--- src/rtl/demux_frame_loader.sv ---
// Serial-to-parallel loader that drives a 16-output demux and mirrors each routed bit into a frame register.
// Optional build macro DEMUX_FRAME_PARITY_EN adds frame_parity, expected_parity and parity_err.
//
// state | meaning
// ------+---------------------------------------------------------------
// LOAD  | accepting serial bits; frame under construction
// FULL  | complete frame presented downstream, waiting for frame_ready

module demux_frame_loader #(
    parameter int KEY_LAST  = 15,
    parameter bit MSB_FIRST = 1'b0
) (
    input  logic        clock,
    input  logic        reset,
    input  logic        in_bit,
    input  logic        in_valid,
    output logic        in_ready,
    input  logic        flush,
    output logic        demux_data,
    output logic [3:0]  demux_key,
    output logic        demux_enable,
    output logic [15:0] frame,
    output logic        frame_valid,
    input  logic        frame_ready,
    output logic [7:0]  frames_done
`ifdef DEMUX_FRAME_PARITY_EN
    ,
    input  logic        expected_parity,
    output logic        frame_parity,
    output logic        parity_err
`endif
);

    typedef enum logic {
        LOAD = 1'b0,
        FULL = 1'b1
    } state_t;

    localparam logic [3:0] LAST_IDX  = 4'(KEY_LAST);
    localparam logic [3:0] START_IDX = MSB_FIRST ? LAST_IDX : 4'd0;
    localparam logic [3:0] TERM_IDX  = MSB_FIRST ? 4'd0 : LAST_IDX;

    state_t     state;
    logic [3:0] count;
    logic       accept;
    logic       terminal;
    logic       consume;

    assign accept   = in_valid & in_ready & ~flush & ~reset;
    assign terminal = accept & (count == TERM_IDX);
    assign consume  = (state == FULL) & frame_ready & ~reset;

    // Demux drive is combinational so the routed bit reaches the demux in the accept cycle.
    assign demux_data   = accept ? in_bit : 1'b0;
    assign demux_key    = count;
    assign demux_enable = accept;

    always_ff @(posedge clock) begin
        if (reset) begin
            state       <= LOAD;
            count       <= START_IDX;
            frame       <= 16'h0000;
            in_ready    <= 1'b1;
            frame_valid <= 1'b0;
            frames_done <= 8'd0;
        end else begin
            case (state)
                LOAD: begin
                    if (flush) begin
                        count <= START_IDX;
                        frame <= 16'h0000;
                    end else if (accept) begin
                        frame[count] <= in_bit;
                        if (count == TERM_IDX) begin
                            state       <= FULL;
                            count       <= START_IDX;
                            in_ready    <= 1'b0;
                            frame_valid <= 1'b1;
                        end else if (MSB_FIRST) begin
                            count <= count - 4'd1;
                        end else begin
                            count <= count + 4'd1;
                        end
                    end
                end
                FULL: begin
                    // flush is deliberately ignored here: a complete frame is never dropped.
                    if (frame_ready) begin
                        state       <= LOAD;
                        frame       <= 16'h0000;
                        in_ready    <= 1'b1;
                        frame_valid <= 1'b0;
                        frames_done <= frames_done + 8'd1;
                    end
                end
                default: begin
                    state <= LOAD;
                end
            endcase
        end
    end

`ifdef DEMUX_FRAME_PARITY_EN
    logic par_acc;

    // Running XOR of accepted bits; latched into frame_parity with the terminal bit.
    always_ff @(posedge clock) begin
        if (reset) begin
            par_acc      <= 1'b0;
            frame_parity <= 1'b0;
        end else begin
            if (terminal) begin
                frame_parity <= par_acc ^ in_bit;
                par_acc      <= 1'b0;
            end else if (accept) begin
                par_acc <= par_acc ^ in_bit;
            end else if ((state == LOAD) && flush) begin
                par_acc <= 1'b0;
            end
            if (consume) begin
                frame_parity <= 1'b0;
            end
        end
    end

    assign parity_err = frame_valid & (frame_parity != expected_parity);
`endif

endmodule
--- config.mk ---
export PLATFORM = sky130hd
export DESIGN_NAME = demux_frame_loader
export DESIGN_NICKNAME = d
export VERILOG_FILES = /design/src/rtl/demux_frame_loader.sv
export SDC_FILE = /design/constraint.sdc
export NUM_CORES = 1
export LEC_CHECK = 0
export ABC_AREA = 1
export CORE_ASPECT_RATIO = 0.9
export CORE_MARGIN = 5
export CORE_UTILIZATION = 49
export DETAILED_ROUTE_END_ITERATION = 10
export HOLD_SLACK_MARGIN = 0.05
export PLACE_DENSITY_LB_ADDON = 0.2
export REMOVE_ABC_BUFFERS = 1
export SYNTH_ARGS = -nofsm -noshare
export SYNTH_HDL_FRONTEND = slang
export SYNTH_SLANG_ARGS = --single-unit
--- constraint.sdc ---
create_clock -name clock -period 1.9 [get_ports clock]
set_clock_uncertainty 0.2 [all_clocks]
set_input_delay 0.19 -clock clock [delete_from_list [all_inputs] [get_ports clock]]
set_output_delay 0.19 -clock clock [all_outputs]
set_load 0.03 [all_outputs]
After elaboration in Yosys (flattened, before gate mapping)
Cells that the tools add are included.

storage, ports and cells
  input port bits = 6
  register bits = 31

cells by class
  $add $sub $neg = 2
  multiplexer cells = 26
  eq/ne operators = 6
  $lt $le $gt $ge = 2
  reductions and logical operators = 6
  bitwise operators = 6

operators with widths
  kind                                                                    count
  16-bit 2-to-1 mux                                                       3
  16-bit case mux with 2 select lines                                     1
  16-bit bitwise mux                                                      1
  1-bit 2-to-1 mux                                                        14
  4-bit 2-to-1 mux                                                        3
  8-bit by 1-bit adder with 8-bit output (second input constant)          1
  2-bit != test (second input constant)                                   4
  1-bit case mux with 2 select lines                                      3
  2-bit AND reduction                                                     3
  4-bit by 5-bit < comparator with 1-bit output (second input constant)   1
  4-bit by 1-bit adder with 4-bit output (second input constant)          1
  1-bit demux with 4-bit select                                           1
  4-bit equality test (second input constant)                             1
  4-bit by 1-bit >= comparator with 1-bit output (second input constant)  1
  4-bit AND reduction                                                     1
  1-bit AND                                                               3
  3-bit != test (second input constant)                                   1
  1-bit inverter                                                          3
  2-bit nonzero test                                                      1
  1-bit logical AND                                                       1

Logic depth before layout (Yosys ltp)
  word-level depth = 8
  gate-level depth with buffers = 8

Worst setup path after synthesis
Ideal clock, no wire load.

  kind = reg2reg
  start = register count[1] (netlist: demux_key[1])
  end = register count[3] (netlist: demux_key[3])
  setup slack = 0.258 ns
  clock period less this slack = 1.642 ns
  data arrival time = 1.328 ns
  stages on the path, launching flop included = 7
  required time = 1.587 ns
  buffers on the path = 0
  path through = dfxtp_1 ha_1 inv_1 nor2_1 nand3_1 nand3_1 nor2_1

on the way
  word-level cells in the longest chain between the ends = 4
  elaborated cells between the ends (all ways) = 5

ends and longest elaborated chain
  element                                                                        line    source
  start, declared                                                                44      logic [3:0] count;
  start signal, assigned                                                         80      count <= count - 4'd1;
  start signal, assigned                                                         82      count <= count + 4'd1;
  4-bit by 1-bit adder with 4-bit output or 4-bit equality test (tied branches)  82, 74
  4-bit 2-to-1 mux *                                                             74      if (count == TERM_IDX) begin
  4-bit 2-to-1 mux *                                                             72      end else if (accept) begin
  4-bit 2-to-1 mux *                                                             69      if (flush) begin

Mark *: on every way between the ends. The rest lies on a longest branch, timed or not. The select of a mux whose other input is x is not followed.
A chain may end at the register's enable or synchronous reset.

Final worst setup path
  start = register count[0] (netlist: demux_key[0])
  end = output demux_key[0]

RTL lines
  element        line  source
  end, declared  20    output logic [3:0] demux_key,

No word-level cell between the ends.

==> results.yml <==
critical_path:
  slowest_stage: "clkdlybuf4s50_1"
  worstPathArrival_ns: 1.44
  critPathRequiredTime_ns: 1.51
  critical_path_cell_count: 1
  r2r_setup_slack_ns: 0.14
  worstPathCellList: "clkdlybuf4s50_1"
  cp-startpoint: "demux_key[0]"
  r2r-start: "demux_key[0]"
  crit_path_end_kind: "output port"
  crit_family: "buffers and inverters"
  crit_end: "demux_key[0]"
  startpoint_type: "flip-flop"
  timing.rr.end: "demux_key[3]"
  cp_slowest_stage_delay_ns: 0.72
  cp_max_fo: 5
  r2r_cells: 6
  crit_buf_inv: 1
  critical_path_class: "flip-flop to output port"
synth:
  syn_avg_cell_area_um2: 6.58
  yosysMostFrequentCell: "nand2_1"
  synth_area_leaders: "dfxtp_1, nand2_1, nand3_1, a21oi_1, inv_1"
  yosysSeqAreaShare_pct: 38.4
  synth_cell_types: 22
  synthDominantCellAreaShare_pct: 38.4
  ys_warn_count: 0
  netlist_instances: 246
  synth_edf_count: 0
  synth_area_um2: 1620
  synth-seq-cells: 31
  yosys.area.top_type: "dfxtp_1"
  ys.flop_type: "dfxtp_1"
  async_flop_share_pct: 0
  synth_common_cells: "nand2_1, dfxtp_1, inv_1, nand3_1, a21oi_1"
route:
  num_vias: 1669
  drt_iter0_drc: 174
  final_antenna_net_count: 0
  drc: 0
  drt_first_pass_iters: 4
  wl_per_cell_um: 11.6
  wl_um: 3830
  drt-vias-per-instance: 5.04
timing:
  rsz0062_at_grt: "no"
  max_slew.worst_pin.slew_ns: 0.328
  setup_violations: 0
  finalCritPeriodShare_pct: 96.2
  period_needed_ns: 1.83
  fin_setup_tns_ns: 0
  finalWorstSetupSlack_ns: 0.0725
  hold_viol: 0
  drv_slew: 0
  slew_headroom_pct: 78.1
  clock.fmax_mhz: 547
power_and_ir_drop:
  pwr-share-clk_pct: 42.5
  p_int_mw: 1.03
  power.density_nw_per_um2: 629
  vdd_drop_max_mv: 0.438
  swShare_pct: 23.9
  leakage_nw: 0.946
  p_seq_share_pct: 48.5
  power_switching_mw: 0.322
  pwr-share-comb_pct: 8.9
final_layout:
  diodes: 0
  area_growth_pct: 32.7
  nNetsFinal: 299
  drive_above_1_share_pct: 7.27
floorplan:
  io_pins: 38
  dieArea_um2: 4550
  die_width_um: 70.6
  placementRows: 19
  start_util_pct: 51.9
  coreArea_um2: 3110
  die_h_um: 64.5
clocking:
  cts-buffers-inserted: 5
  clockBufferDepth: 2
  h-tree-depth: 2
  cts.sinks: 31
  cts_root_buffer: "clkbuf_8"
  clk_latency_ns: 0.28
  cts_tree: "done"
  cts.reportedPaths.clkPinSlew_ns: 0.07
global_route:
  grt_usage_pct: 17.5
  antenna_found_initial: 0
  grt_pass1_vias: 1540
  grt_max_degree: 33
  grt_first_pass_wirelength_um: 6620
  grt_overflow: 0
placement:
  place_congestion: 0.776
  dp_hpwl_um: 2710
  io_buffers: 37
  dp_slack_ns: 0.107
run:
  cap_viol_max_count: 0
min_path:
  holdPathStages: 2
  min_path_type: "flip-flop to flip-flop"
outcome:
  status: "finished, final reports clean"
==> cell type report <==
cell class | instances | area [um2]
multi-input cells | 174 | 825
well taps | 42 | 52.6
clock buffers | 8 | 100
repair buffers | 43 | 425
flip-flops and latches | 31 | 621
inverters | 33 | 124
fillers | 277 | 967
==> repair_timing <==
item / CTS / global route
buffers inserted: 0 / 0
gates resized for setup: 0 / 1
endpoints found under the setup margin: 0 / 1
hold buffers: 0 / 0
==> worst min path at each step <==
stage                     startpoint            to
after floorplan                reset  demux_key[1]
after global placement     frame[13]     frame[13]
after CTS                   frame[1]      frame[1]
after global routing        frame[1]      frame[1]
after detailed placement    frame[6]      frame[6]
final                       frame[1]      frame[1]
==> tightest hold or removal path, delay by kind of cell, from the launching register on <==
| kind | cells | cell delay [ns] |
|---|---|---|
| AO/OA/AOI/OAI | 1 | 0.05 |
| flip-flops | 1 | 0.31 |
| AND/OR/NAND/NOR | 1 | 0.06 |
==> flip-flops by register name, summed over array words and instances, names as in the netlist <==
name and flops:
demux_key 4, state 1, frames_done 8, frame 16, frame_valid 1, in_ready 1
==> power groups by stage <==
stage	clock [mW]	sequential [mW]	combinational (mW)
after floorplan	0	0.674	0.0601
after global placement	0	0.670	0.118
after detailed placement	0	0.670	0.119
after CTS	0.576	0.655	0.120
after global routing	0.611	0.655	0.134
final	0.574	0.655	0.121
==> stage by stage <==
step	utilization, %	instances	hold slack [ns]	area, um2	total power, mW
5_1_grt	68.9	331	0.278	2150	1.40
3_5_place_dp	65.6	323	0.253	2040	0.789
2_1_floorplan	-	238	0.0591	1570	0.734
4_1_cts	68.9	331	0.262	2140	1.35
3_3_place_gp	65.6	323	0.247	2040	0.788
6_report	68.9	331	0.257	2150	1.35
==> cell usage in the layout (no fill, tap or decap), types with 2 or more instances in the layout <==
cell / instances
a21oi_1: 24
buf_4: 7
inv_2: 2
o21ai_0: 13
inv_1: 31
nor3_2: 2
ha_1: 5
nand2_1: 71
dfxtp_1: 31
clkbuf_8: 7
nor3_1: 2
nor2_1: 19
nand3_1: 31
clkdlybuf4s50_1: 34
==> kinds of logic after synthesis <==
logic type      share of synthesized area, %
fa+ha+maj                               3.87
buf+inv                                 10.7
flops                                   38.4
xor+xnor                               0.541
compound gates                          11.9
simple gates                            34.6
==> metal layers <==
metal / track usage [%] / vias to the layer above / wire (um)
met5: 0 / - / 0
met3: 4.17 / 9 / 193
met1: 24.2 / 752 / 1920
met2: 26.5 / 39 / 1660
li1: - / 869 / -
met4: 6.57 / 0 / 64
Power figures use the tool's default switching activity.
